--- src/rtl/traffic_pkg.sv ---
`default_nettype none
// +--------------------------------------------------------------------------+
// | traffic_pkg: phase encoding, error-bit indices and lamp decode helper    |
// | Revision: 1.0                                                            |
// +--------------------------------------------------------------------------+
package traffic_pkg;

    typedef enum logic [1:0] {
        PH_UNK = 2'b00,
        PH_GRN = 2'b01,
        PH_YEL = 2'b10,
        PH_RED = 2'b11
    } phase_e;

    localparam int ERR_W        = 5;
    localparam int ERR_LAMP_A   = 0;
    localparam int ERR_LAMP_B   = 1;
    localparam int ERR_CONFLICT = 2;
    localparam int ERR_SEQ      = 3;
    localparam int ERR_STARVE   = 4;

    typedef struct packed {
        logic ra;
        logic ya;
        logic ga;
        logic rb;
        logic yb;
        logic gb;
        logic ta;
        logic tb;
    } lamp_sample_t;

    // Any pattern other than exactly one lamp lit decodes as UNK.
    function automatic phase_e decode_lamps(input logic r, input logic y, input logic g);
        case ({r, y, g})
            3'b100:  return PH_RED;
            3'b010:  return PH_YEL;
            3'b001:  return PH_GRN;
            default: return PH_UNK;
        endcase
    endfunction

endpackage
`default_nettype wire

--- src/rtl/lamp_phase_tracker.sv ---
`default_nettype none
// +--------------------------------------------------------------------------+
// | lamp_phase_tracker: per-approach decode, phase tracker, yellow dwell     |
// | and lamp/sequence error pulses                                           |
// | Revision: 1.0                                                            |
// +--------------------------------------------------------------------------+
module lamp_phase_tracker
    import traffic_pkg::*;
#(
    parameter int YEL_MIN = 1,
    parameter int YEL_MAX = 1
) (
    input  logic   clk,
    input  logic   reset,
    input  logic   en,
    input  logic   lamp_r,
    input  logic   lamp_y,
    input  logic   lamp_g,
    output phase_e phase,
    output phase_e dec_phase,
    output logic   lamp_err,
    output logic   seq_err,
    output logic   red_to_grn
);

    localparam logic [7:0] YEL_MIN_C = 8'(YEL_MIN);
    localparam logic [7:0] YEL_MAX_C = 8'(YEL_MAX);

    phase_e     phase_q, phase_d;
    logic [7:0] dwell_q, dwell_d;

    always_ff @(posedge clk or negedge reset) begin
        if (!reset) begin
            phase_q <= PH_UNK;
            dwell_q <= '0;
        end else begin
            phase_q <= phase_d;
            dwell_q <= dwell_d;
        end
    end

    always_comb begin
        phase_d    = phase_q;
        dwell_d    = dwell_q;
        lamp_err   = 1'b0;
        seq_err    = 1'b0;
        red_to_grn = 1'b0;
        dec_phase  = decode_lamps(lamp_r, lamp_y, lamp_g);
        if (en) begin
            if (dec_phase == PH_UNK) begin
                lamp_err = 1'b1;
                phase_d  = PH_UNK;
                dwell_d  = '0;
            end else begin
                phase_d = dec_phase;
                // From UNK any valid phase is a silent resync.
                case (phase_q)
                    PH_GRN: begin
                        if (dec_phase == PH_RED) seq_err = 1'b1;
                    end
                    PH_YEL: begin
                        if (dec_phase == PH_GRN) seq_err = 1'b1;
                        if (dec_phase == PH_RED && dwell_q < YEL_MIN_C) seq_err = 1'b1;
                    end
                    PH_RED: begin
                        if (dec_phase == PH_YEL) seq_err = 1'b1;
                        if (dec_phase == PH_GRN) red_to_grn = 1'b1;
                    end
                    default: ;
                endcase
                if (dec_phase == PH_YEL) begin
                    if (phase_q == PH_YEL) begin
                        dwell_d = (dwell_q == 8'hFF) ? dwell_q : dwell_q + 8'd1;
                    end else begin
                        dwell_d = 8'd1;
                    end
                    if (dwell_d > YEL_MAX_C) seq_err = 1'b1;
                end else begin
                    dwell_d = '0;
                end
            end
        end
    end

    assign phase = phase_q;

endmodule
`default_nettype wire

--- src/rtl/traffic_lamp_monitor.sv ---
`default_nettype none
// +--------------------------------------------------------------------------+
// | traffic_lamp_monitor: passive lamp-side checker for a two-approach       |
// | intersection. Optional starvation watchdog: TRAFFIC_LAMP_MON_STARVE_EN   |
// | Revision: 1.0                                                            |
// +--------------------------------------------------------------------------+
module traffic_lamp_monitor
    import traffic_pkg::*;
#(
    parameter int YEL_MIN  = 1,
    parameter int YEL_MAX  = 1,
    parameter int MAX_WAIT = 16,
    parameter int CNT_W    = 16
) (
    input  logic             clk,
    input  logic             reset,
    input  logic             clr,
    input  logic             Ra,
    input  logic             Ya,
    input  logic             Ga,
    input  logic             Rb,
    input  logic             Yb,
    input  logic             Gb,
    input  logic             Ta,
    input  logic             Tb,
    output logic [1:0]       phase_a,
    output logic [1:0]       phase_b,
    output logic [ERR_W-1:0] err,
    output logic             err_any,
    output logic [CNT_W-1:0] cycle_count
);

    lamp_sample_t     samp_q, samp_d;
    logic             samp_vld_q, samp_vld_d;
    logic [ERR_W-1:0] err_q, err_d, err_new;
    logic [CNT_W-1:0] cycle_count_q, cycle_count_d;

    phase_e phase_a_w, phase_b_w, dec_a, dec_b;
    logic   lamp_err_a, lamp_err_b, seq_err_a, seq_err_b;
    logic   r2g_a, unused_r2g_b;
    logic   starve;

    always_ff @(posedge clk or negedge reset) begin
        if (!reset) begin
            samp_q        <= '0;
            samp_vld_q    <= 1'b0;
            err_q         <= '0;
            cycle_count_q <= '0;
        end else begin
            samp_q        <= samp_d;
            samp_vld_q    <= samp_vld_d;
            err_q         <= err_d;
            cycle_count_q <= cycle_count_d;
        end
    end

    lamp_phase_tracker #(.YEL_MIN(YEL_MIN), .YEL_MAX(YEL_MAX)) u_trk_a (
        .clk       (clk),
        .reset     (reset),
        .en        (samp_vld_q),
        .lamp_r    (samp_q.ra),
        .lamp_y    (samp_q.ya),
        .lamp_g    (samp_q.ga),
        .phase     (phase_a_w),
        .dec_phase (dec_a),
        .lamp_err  (lamp_err_a),
        .seq_err   (seq_err_a),
        .red_to_grn(r2g_a)
    );

    lamp_phase_tracker #(.YEL_MIN(YEL_MIN), .YEL_MAX(YEL_MAX)) u_trk_b (
        .clk       (clk),
        .reset     (reset),
        .en        (samp_vld_q),
        .lamp_r    (samp_q.rb),
        .lamp_y    (samp_q.yb),
        .lamp_g    (samp_q.gb),
        .phase     (phase_b_w),
        .dec_phase (dec_b),
        .lamp_err  (lamp_err_b),
        .seq_err   (seq_err_b),
        .red_to_grn(unused_r2g_b)
    );

`ifdef TRAFFIC_LAMP_MON_STARVE_EN
    localparam int                WAIT_W   = $clog2(MAX_WAIT + 1);
    localparam logic [WAIT_W-1:0] WAIT_LIM = WAIT_W'(MAX_WAIT);

    logic [WAIT_W-1:0] wait_a_q, wait_a_d, wait_b_q, wait_b_d;

    always_ff @(posedge clk or negedge reset) begin
        if (!reset) begin
            wait_a_q <= '0;
            wait_b_q <= '0;
        end else begin
            wait_a_q <= wait_a_d;
            wait_b_q <= wait_b_d;
        end
    end

    // Each counter holds at the limit so the flag keeps re-asserting while starved.
    always_comb begin
        wait_a_d = '0;
        wait_b_d = '0;
        if (phase_a_w == PH_GRN && samp_q.tb) begin
            wait_a_d = (wait_a_q == WAIT_LIM) ? wait_a_q : wait_a_q + WAIT_W'(1);
        end
        if (phase_b_w == PH_GRN && samp_q.ta) begin
            wait_b_d = (wait_b_q == WAIT_LIM) ? wait_b_q : wait_b_q + WAIT_W'(1);
        end
        starve = (wait_a_d == WAIT_LIM) || (wait_b_d == WAIT_LIM);
    end
`else
    logic unused_wd_inputs;
    assign unused_wd_inputs = ^{samp_q.ta, samp_q.tb, 1'(MAX_WAIT)};
    assign starve           = 1'b0;
`endif

    always_comb begin
        samp_d     = '{ra: Ra, ya: Ya, ga: Ga, rb: Rb, yb: Yb, gb: Gb, ta: Ta, tb: Tb};
        samp_vld_d = 1'b1;

        err_new               = '0;
        err_new[ERR_LAMP_A]   = lamp_err_a;
        err_new[ERR_LAMP_B]   = lamp_err_b;
        err_new[ERR_CONFLICT] = samp_vld_q && (dec_a != PH_UNK) && (dec_b != PH_UNK)
                                && (dec_a != PH_RED) && (dec_b != PH_RED);
        err_new[ERR_SEQ]      = seq_err_a | seq_err_b;
        err_new[ERR_STARVE]   = starve;
        // A new error in the clear cycle survives; a count increment does not.
        err_d = (clr ? '0 : err_q) | err_new;

        cycle_count_d = cycle_count_q;
        if (clr) begin
            cycle_count_d = '0;
        end else if (r2g_a && cycle_count_q != {CNT_W{1'b1}}) begin
            cycle_count_d = cycle_count_q + CNT_W'(1);
        end
    end

    assign phase_a     = phase_a_w;
    assign phase_b     = phase_b_w;
    assign err         = err_q;
    assign err_any     = |err_q;
    assign cycle_count = cycle_count_q;

endmodule
`default_nettype wire

--- config.mk ---
export PLATFORM = sky130hd
export DESIGN_NAME = traffic_lamp_monitor
export DESIGN_NICKNAME = d
export VERILOG_FILES = /design/src/rtl/traffic_pkg.sv /design/src/rtl/lamp_phase_tracker.sv /design/src/rtl/traffic_lamp_monitor.sv
export SDC_FILE = /design/constraint.sdc
export NUM_CORES = 1
export LEC_CHECK = 0
export CORE_ASPECT_RATIO = 0.5
export CORE_MARGIN = 2
export CORE_UTILIZATION = 60
export DETAILED_ROUTE_END_ITERATION = 7
export PLACE_DENSITY = 0.88
export SYNTH_ARGS = -nofsm -noshare
export SYNTH_HDL_FRONTEND = slang
export SYNTH_SLANG_ARGS = --single-unit
export TNS_END_PERCENT = 10
--- constraint.sdc ---
create_clock -name clk -period 2.9 [get_ports clk]
set_clock_uncertainty 0.1 [all_clocks]
set_input_delay 0.29 -clock clk [delete_from_list [all_inputs] [get_ports clk]]
set_output_delay 0.29 -clock clk [all_outputs]
set_load 0.01 [all_outputs]
After elaboration in Yosys (flattened, before gate mapping). Cells that the tools add are included.

Bits of input ports: 11. Output and inout port bits: 26. Flip-flop bits (word level): 48. Word-level logic and storage cells: 104.

Reduce and logical (&&, ||, !) cells: 13. Mux-type cells: 46. Order comparisons: 4. Equality and inequality tests: 23. $add $sub $neg: 3. Bitwise operators: 2.

Operators by type and width (count): 8-bit 2-to-1 mux (14); 16-bit 2-to-1 mux (2); 1-bit 2-to-1 mux (23); 16-bit by 1-bit adder with 16-bit output (second input constant) (1); 8-bit by 1-bit adder with 8-bit output (second input constant) (2); 2-bit == test (second input constant) (8); 8-bit == test (second input constant) (2); 8-bit by 1-bit greater-than comparator with 1-bit output (second input constant) (2); 8-bit by 1-bit < comparator with 1-bit output (second input constant) (2); 16-bit != test (second input constant) (1); 2-bit one-hot mux with 3 select lines (2); 2-bit by 1-bit == test with 1-bit output (second input constant) (4); 1-bit logical AND (7); 3-bit by 1-bit == test with 1-bit output (second input constant) (2); 3-bit by 2-bit == test with 1-bit output (second input constant) (2); 3-bit == test (second input constant) (2); 1-bit one-hot mux with 3 select lines (2); 2-bit nonzero test (3); 5-bit 2-to-1 mux (1); 5-bit by 4-bit OR with 5-bit output (1); 5-bit OR reduction (1); 2-bit logical NOT (2); 2-bit 2-to-1 mux (2); 2-bit != test (second input constant) (2); 1-bit OR (1).

Logic depth before layout (Yosys ltp).
Word-level depth: 13. Mapped depth: 7.

Hierarchy. From an unflattened synthesis, not the netlist that was laid out.

Cells, all modules: 296. Area, all modules: 2747.6 um2.

Modules (own cells, without submodules): lamp_phase_tracker (cells each 90, instances 2, sequential area each 250.2 um2, area each 750.7 um2); traffic_lamp_monitor (cells each 116, instances 1, sequential area each 675.6 um2, area each 1246.2 um2).

Least setup slack after synthesis. No wires, ideal clock.

Path type: reg2reg. Start point: reg cycle_count_q[0] (netlist: cycle_count[0]). End point: reg cycle_count_q[10] (netlist: cycle_count[10]). Setup time: 0.132 ns. Path slack: 1.094 ns. Path buffers: 1. Data required time: 2.668 ns. Cell stages (with the launch flop): 8. Data arrival time: 1.574 ns. Path through: dfrtp_1 > ha_1 > and2_1 > buf_2 > nand4_1 > a211oi_2 > xnor2_1 > nor2_1.

Longest elaborated chain between the ends: 3. Elaborated cells on any way between the ends: 6.

Ends and longest elaborated chain: start: declaration (line traffic_lamp_monitor.sv:36) `logic [CNT_W-1:0] cycle_count_q, cycle_count_d;`; start signal: assignment (line traffic_lamp_monitor.sv:53) `cycle_count_q <= cycle_count_d;`; 16-bit by 1-bit adder with 16-bit output / 16-bit != test (equally long branches) (line traffic_lamp_monitor.sv:137, traffic_lamp_monitor.sv:136); 16-bit 2-to-1 mux / 1-bit logical AND (equally long branches) (line traffic_lamp_monitor.sv:136) `end else if (r2g_a && cycle_count_q != {CNT_W{1'b1}}) begin`; 16-bit 2-to-1 mux / 2-bit nonzero test (equally long branches).

Several ways; a longest one is shown, not always the timed one. The select of a mux whose other input is x is not followed. A chain may end at the register's enable or synchronous reset.

Worst setup path in the final report.
Start point: reg err_q[2] (netlist: err[2]). End point: out err_any.

Longest elaborated chain between the ends: 1.

Ends and longest elaborated chain: start: declaration (line traffic_lamp_monitor.sv:35) `logic [ERR_W-1:0] err_q, err_d, err_new;`; start signal: assignment (line traffic_lamp_monitor.sv:52) `err_q <= err_d;`; 5-bit OR reduction (line traffic_lamp_monitor.sv:144) `assign err_any = |err_q;`; end: declaration (line traffic_lamp_monitor.sv:29) `output logic err_any,`.

No other way between the ends.

==> results <==
- The flow ran to the end, and the final reports show no timing, DRC or antenna violations.
- In this run, the clock network consumes 36.8% of the power.
- The initial antenna violation count was 0.
- Across the whole layout, storage elements account for 1180 sq um.
- In this run the deepest clock path goes through 2 buffers.
- The full die area is 5350 sq um.
- Detailed routing inserted a total of 2466 vias.
- The leakage power figure is 1.27 nW.
- For this run the aggregate overflow at the end of global routing stands at 0.
- At the pin with the least slew margin, the transition time is 1020 ps.
- The final max-slew violation count is 0.
- The number of H-tree levels is 2.
- In this run the power density over the cells is 404 nW/um^2.
- Summing the sequential cell areas from Yosys gives 41.3% of the chip area.
- The share of synthesized flip-flops with an asynchronous set or reset is 100%.
- The tool flagged a number of max-cap violations equal to 0.
- Once detail routing completed, the nets flagged for antenna violations numbered 0.
- The cell sitting at the root of the clock tree is a sky130_fd_sc_hd__clkbuf_8.
- The pin count of the biggest net entering global routing is 48.
- The worst endpoint required time is 2510 ps.
- The global router's overall resource usage is 25.1%.
- The DRC violations left is 0.
- Counting the fill cells in the layout gives 316.
- Setup violations remaining at the end of the flow were counted as 0.
- The average wire per standard cell is 15.7 um.
- TritonCTS built the clock tree.
- In this run the cell area of the synthesized design comes to 2850 sq um.
- The hold buffer count at CTS is 0.
- The starting utilization of the core area is 63.5%.
- In the post-route analysis, the smallest setup slack over all paths is 725 ps.
- The initial DRC count is 176.
- From synthesis to final layout, the design area changed by 14.6%.
- Of all nets on the critical path, the largest fanout is 3.
- The half-perimeter wire length after placement is 4360 um.
- The post-route netlist has 8.51% of its cells at a drive strength greater than 1.
- The number of detailed-route iterations in the first pass is 5.
- In the final layout, the multi-input gates occupy 1520 sq um.
- The peak clock frequency supported by timing is 0.460 GHz.
- The final net count is 344.
- The number of enable-type register cells in the synthesized netlist is 0.
- The pre-CTS worst setup slack is 947 ps.
- Across the VDD grid, the largest voltage drop is 0.000241 V.
- Registers are responsible for 53.3% of the overall power.
- Counting every instance in the synthesized netlist gives 310.
- Subtracting the final worst setup slack from the clock period gives 2180 ps.
- Combinational logic is responsible for 10.0% of the overall power.
- The fraction of the core area covered by cells at the end of the flow is 72.8%.
- The count of input and output buffers is 33.
- The number of top-level pins is 37.
- Summed over all nets, the switching power comes to 0.000328 W.
- Summed over all layers, the routed wires come to 6220 um.
- The antenna diode count is 0.
- The synthesized net count is 326.
- Measured against its own limit, the worst slew margin works out to 32.0%.
- The post-synthesis area per instance is 9.19 sq um.
- The net switching fraction of the power is 24.8%.
- The region available for standard cell placement spans 4490 sq um.
- The most frequently used flop master after synthesis is sky130_fd_sc_hd__dfrtp_1.
- Clock-pin slew was measured on the worst setup and hold paths at 90 ps.
- Setup repair after global routing left no endpoint under its margin.
- The number of setup buffers added after CTS is 0.
- The congestion estimate from routability-driven global placement came to 0.858.
- STA puts the critical path data arrival time at 1790 ps.
- The total chip power is 0.00132 W.
- The total count of hold-check failures in the final report is 0.
- The number of global-route vias before repair is 2263.
- The kind of path behind the tightest hold check is input pin to async pin.
- The clock drives 47 sinks.
- The fraction of the cycle the final worst path needs is 75.0%.
- The first global-routing pass estimated 10400 um of wire.
- The average vias per placed instance is 6.24.
- The number of gates resized after cts is 0.
- The width of the die is 101 um.
- The later pin in the worst-skew pair is clocked with a latency of 300 ps.
- The TritonCTS buffer count is 5.
- The post-synthesis cell type count is 64.
- The worst setup path is of the flop to output pin kind.
- The number of flip-flops and latches in the synthesized netlist is 47.
- The die is 52.7 um tall.
- The nature of the critical path endpoint is an output pin.
- After routing, the total negative slack on setup checks comes to 0 ps.
- The worst setup path is launched from a flop.
- For this run, the number of Yosys warnings is 0.
- The placement row count is 17.
- Internal power comes to 0.000992 W.
[path summary, 6_finish.rpt]
kind | startpoint | to | slack (ps) | cells past startpoint
max | err[2] | err_any | 720 | 2
min | reset | u_trk_a.dwell_q[5] | 60 | 1
max reg2reg | cycle_count[1] | cycle_count[8] | 920 | 6
min reg2reg | err[0] | err[0] | 440 | 1
max in group asynchronous | reset | cycle_count[3] | 2020 | 1
min in group clk | Ga | samp_q[5] | 320 | 1
[power groups by stage]
stage / clock network, W / logic [W] / registers, W
after global routing: 0.000523 / 0.000145 / 0.000706
after detailed placement: 0 / 0.000132 / 0.000715
after CTS: 0.000493 / 0.000133 / 0.000703
final: 0.000485 / 0.000132 / 0.000703
after global placement: 0 / 0.000128 / 0.000713
after floorplan: 0 / 0.0000729 / 0.000708
[stage by stage]
step / instances / area [sq um] / hold slack [ps]
after CTS: 395 / 3270 / 107
after global routing: 395 / 3270 / 156
after floorplan: 310 / 2850 / -106
after global placement: 387 / 3150 / 388
final: 395 / 3270 / 59.4
after detailed placement: 387 / 3150 / 427
[cell families (layout without fill, tap and decap cells)]
group                    after synthesis  count (layout)  synth area share [%]
other                                  2               2                 0.263
multiplexers                           3               3                  1.10
AO/OA/AOI/OAI                         90              90                  22.6
adder cells (fa/ha/maj)                5               5                  2.19
AND/OR/NAND/NOR                      113             113                  22.1
XOR/XNOR                              16              16                  4.92
buffers and inverters                 34              53                  5.53
flip-flops                            47              47                  41.3
[state kept, by name (all words and copies together), names as in the netlist]
name             flops
cycle_count         16
samp_vld_q           1
u_trk_a.dwell_q      8
samp_q               6
u_trk_b.phase        2
err                  4
u_trk_b.dwell_q      8
u_trk_a.phase        2
[layout make-up]
type                            count  share of cell area [%]
Multi-Input combinational cell    229                    46.4
Sequential cell                    47                    36.0
Timing Repair Buffer               35                    10.4
Tap cell                           66                    2.53
Clock buffer                        5                    2.11
Clock inverter                      3                    1.34
Inverter                           10                    1.15
[routing by layer]
metal	wire length, um	GRT usage [%]	vias to the layer above
met5	0	0	-
met4	46	7.66	0
met3	272	5.07	5
met2	3110	43.3	74
met1	2790	32.4	1211
li1	-	-	1176
[Yosys cell counts (all sizes together), types with 2 or more instances]
| cell | instances | area, sq um |
|---|---|---|
| a211oi | 3 | 37.5 |
| a21o | 2 | 15.0 |
| a21oi | 22 | 110 |
| a22o | 2 | 17.5 |
| a22oi | 2 | 15.0 |
| a311oi | 4 | 53.8 |
| a31o | 2 | 17.5 |
| a31oi | 4 | 25.0 |
| a41oi | 6 | 52.6 |
| and2 | 4 | 27.5 |
| and3 | 6 | 37.5 |
| and4 | 4 | 37.5 |
| and4b | 2 | 20.0 |
| buf | 8 | 60.1 |
| clkbuf | 16 | 60.1 |
| conb | 2 | 7.51 |
| dfrtp | 47 | 1180 |
| ha | 5 | 62.6 |
| inv | 10 | 37.5 |
| mux2i | 2 | 20.0 |
| nand2 | 27 | 101 |
| nand2b | 2 | 12.5 |
| nand3 | 10 | 50.1 |
| nand3b | 3 | 22.5 |
| nand4 | 9 | 68.8 |
| nor2 | 24 | 90.1 |
| nor2b | 4 | 25.0 |
| nor3 | 3 | 15.0 |
| nor3b | 3 | 22.5 |
| nor4 | 2 | 27.5 |
| o211ai | 3 | 22.5 |
| o21a | 2 | 15.0 |
| o21ai | 20 | 111 |
| o22ai | 2 | 12.5 |
| o311ai | 3 | 26.3 |
| o31ai | 4 | 30.0 |
| o41ai | 2 | 17.5 |
| or2 | 2 | 12.5 |
| or3 | 4 | 25.0 |
| xnor2 | 11 | 96.3 |
| xor2 | 5 | 43.8 |
[cell usage in the layout, fill, tap and decap left out, types with 4 or more instances in the layout]
cell type | synthesis | routed
sky130_fd_sc_hd__dfrtp_1 | 47 | 47
sky130_fd_sc_hd__clkdlybuf4s50_1 | 0 | 32
sky130_fd_sc_hd__nand2_1 | 27 | 27
sky130_fd_sc_hd__nor2_1 | 24 | 24
sky130_fd_sc_hd__a21oi_1 | 22 | 22
sky130_fd_sc_hd__o21ai_0 | 19 | 19
sky130_fd_sc_hd__xnor2_1 | 11 | 11
sky130_fd_sc_hd__inv_1 | 10 | 10
sky130_fd_sc_hd__nand3_1 | 10 | 10
sky130_fd_sc_hd__nand4_1 | 7 | 7
sky130_fd_sc_hd__and3_1 | 6 | 6
sky130_fd_sc_hd__a41oi_1 | 6 | 6
sky130_fd_sc_hd__xor2_1 | 5 | 5
sky130_fd_sc_hd__ha_1 | 5 | 5
sky130_fd_sc_hd__clkbuf_8 | 0 | 5
sky130_fd_sc_hd__nor2b_1 | 4 | 4
sky130_fd_sc_hd__or3_1 | 4 | 4
sky130_fd_sc_hd__a31oi_1 | 4 | 4
sky130_fd_sc_hd__o31ai_1 | 4 | 4
[critical path, cell delays in order (launching register included)]
cell and delay (ps):
sky130_fd_sc_hd__dfrtp_1 420, sky130_fd_sc_hd__or4_1 570, sky130_fd_sc_hd__clkdlybuf4s50_1 500
Note: power is estimated with default switching activity, not from simulation.
==> variant, RTL diff (same flow settings) <==
Add a define of `TRAFFIC_LAMP_MON_STARVE_EN`.
--- a/src/rtl/traffic_lamp_monitor.sv
+++ b/src/rtl/traffic_lamp_monitor.sv
@@ -4,6 +4,8 @@
 // | intersection. Optional starvation watchdog: TRAFFIC_LAMP_MON_STARVE_EN   |
 // | Revision: 1.0                                                            |
 // +--------------------------------------------------------------------------+
+`define TRAFFIC_LAMP_MON_STARVE_EN
+
 module traffic_lamp_monitor
     import traffic_pkg::*;
 #(
Check against the original RTL: same outputs for any inputs over 10 cycles, from zero or initial values and one cycle with reset low; that may be too few to reach the edited logic, so the function may still have changed.
==> variant against the unedited design <==
  * Final area grew 20%
  * Sequential cell count grew 13
  * Critical path depth grew 3
  * Setup slack lost 0.47 ns
  * Utilization shrank 0.21 points
  * Synthesized area grew 16%
  * Power grew 42%
  * Wire length grew 25%
  * Largest cell class unchanged
  * First-iteration DRC count is the same
==> variant: results <==
metrics = {
    "placed_design": {
        "place_ws_ns": 0.438,
        "numPortBuffers": 36,
        "place_inst": 460,
        "dpl.hpwl_um": 5380,
        "place_congestion": 0.942,
    },
    "setup_path": {
        "r2r_slack_ns": 0.25,
        "worstPathArrival_ns": 2.81,
        "crit_type": "flip-flop to flip-flop",
        "r2r_end": "cycle_count[11]$_DFFE_PN0P_",
        "cp_slowest_cell": "nor4b_1",
        "crit_start": "samp_q[7]$_DFF_PN0_",
        "path_max_fanout": 11,
        "r2r_cells": 5,
        "cp_slowest_stage_delay_ns": 0.64,
    },
    "synthesis": {
        "ys.warnings.count": 0,
        "synth_fp_nets": 386,
        "synth_area_leaders": "dfrtp_1 45%, nor2_1 4.2%, nand2_1 4.0%",
        "synthCells": 366,
        "yosysSeqAreaShare_pct": 45.4,
        "netlist-cell-type-count": 52,
        "ys.flop_type": "dfrtp_1",
        "ys_async_sr_fraction_pct": 100,
        "synth_common_cells": "60 x dfrtp_1, 37 x nor2_1, 35 x nand2_1",
    },
    "grt": {
        "track_usage_pct": 28.2,
        "grt_max_degree": 47,
        "grt_pass1_vias": 2912,
        "grt_pass1_wl_um": 13600,
        "antenna_found_initial": 0,
    },
    "clock_network": {
        "cts.reportedPaths.clkPinSlew_ns": 0.07,
        "htreeDepth": 3,
        "cts.repair.resized": 0,
        "numCtsBuffers": 9,
        "clockBufferDepth": 2,
        "post-cts-setup-buffers": 0,
        "cts_root_buf": "clkbuf_8",
        "insertion_delay_ns": 0.34,
    },
    "detailed_routing": {
        "drtAntennaViolNets": 0,
        "vias": 2836,
        "first_iter_violations": 176,
        "drtPass1Iterations": 5,
        "wirelength_um": 7740,
    },
    "pwr": {
        "cellLeakagePower_nw": 1.58,
        "worst_ir_drop_vdd_uv": 306,
    },
    "layout": {
        "insertedDiodeCount": 0,
        "finalNonFillerCells": 476,
        "n_fill_cell": 382,
        "nets": 418,
        "drive_above_1_share_pct": 5.46,
        "largest_reg_flops": 16,
    },
    "worst_hold_path": {
        "worst_hold_path_type": "primary input to asynchronous set/reset pin",
    },
    "run_status": {
        "outcome": "completed",
    },
    "sta": {
        "worst_pin_slew_ns": 0.990,
        "finalCriticalPeriod_ns": 2.65,
    },
}
[variant: logic make-up (layout without fill, tap and decap cells)]
| family | count (synthesis) | count (layout) | share of synthesized area (%) |
|---|---|---|---|
| buffers and inverters | 41 | 78 | 4.96 |
| other | 1 | 1 | 0.113 |
| and+or+nand+nor | 147 | 147 | 22.9 |
| xor gates and xnor gates | 27 | 27 | 7.15 |
| adders and majority gates | 9 | 9 | 3.41 |
| AOI/OAI and AO/OA | 78 | 78 | 15.1 |
| DFF | 60 | 60 | 45.4 |
| muxes | 3 | 3 | 0.984 |
[variant: critical path: cells and delay by family (launching register included)]
family,cells,cell delay (ns)
AO/OA/AOI/OAI,2,0.66
flip-flops,1,0.50
AND/OR/NAND/NOR,3,1.32
[variant: layout make-up]
| class | count | area, um^2 | area share [%] |
|---|---|---|---|
| clock inverters | 4 | 72.6 | 1.85 |
| inverters | 23 | 86.3 | 2.21 |
| clock buffers | 12 | 145 | 3.71 |
| repair buffers | 39 | 378 | 9.65 |
| flip-flops and latches | 60 | 1500 | 38.4 |
| well taps | 73 | 91.3 | 2.33 |
| multi-input cells | 265 | 1640 | 41.9 |
[variant: per-layer routing]
metal	global-route usage [%]	routed length, um	vias to the layer above
met1	36.8	3400	1372
met2	46.9	3870	97
li1	-	-	1353
met5	0	0	-
met3	6.74	359	14
met4	8.79	114	0
[variant: how the worst min path moves through the flow]
stage,from,slack (ns),to
after floorplan,reset,-0.11,cycle_count[0]$_DFFE_PN0P_
after global placement,reset,0.39,cycle_count[4]$_DFFE_PN0P_
after detailed placement,reset,0.41,cycle_count[4]$_DFFE_PN0P_
after CTS,reset,0.04,cycle_count[4]$_DFFE_PN0P_
after global routing,reset,0.1,wait_a_q[3]$_DFF_PN0_
final,reset,0.009,wait_a_q[4]$_DFF_PN0_
[variant: where the power goes]
| group | internal [mW] | switching, mW |
|---|---|---|
| clock network | 0.506 | 0.317 |
| registers | 0.859 | 0.0308 |
| logic | 0.0737 | 0.0881 |
[variant: through the flow]
stage	hold slack, ns	instance area (um^2)	utilization [%]
after floorplan	-0.106	3310	-
after global placement	0.391	3700	68.5
after detailed placement	0.405	3700	68.5
after CTS	0.0365	3920	72.5
after global routing	0.0958	3920	72.5
final	0.00912	3920	72.5
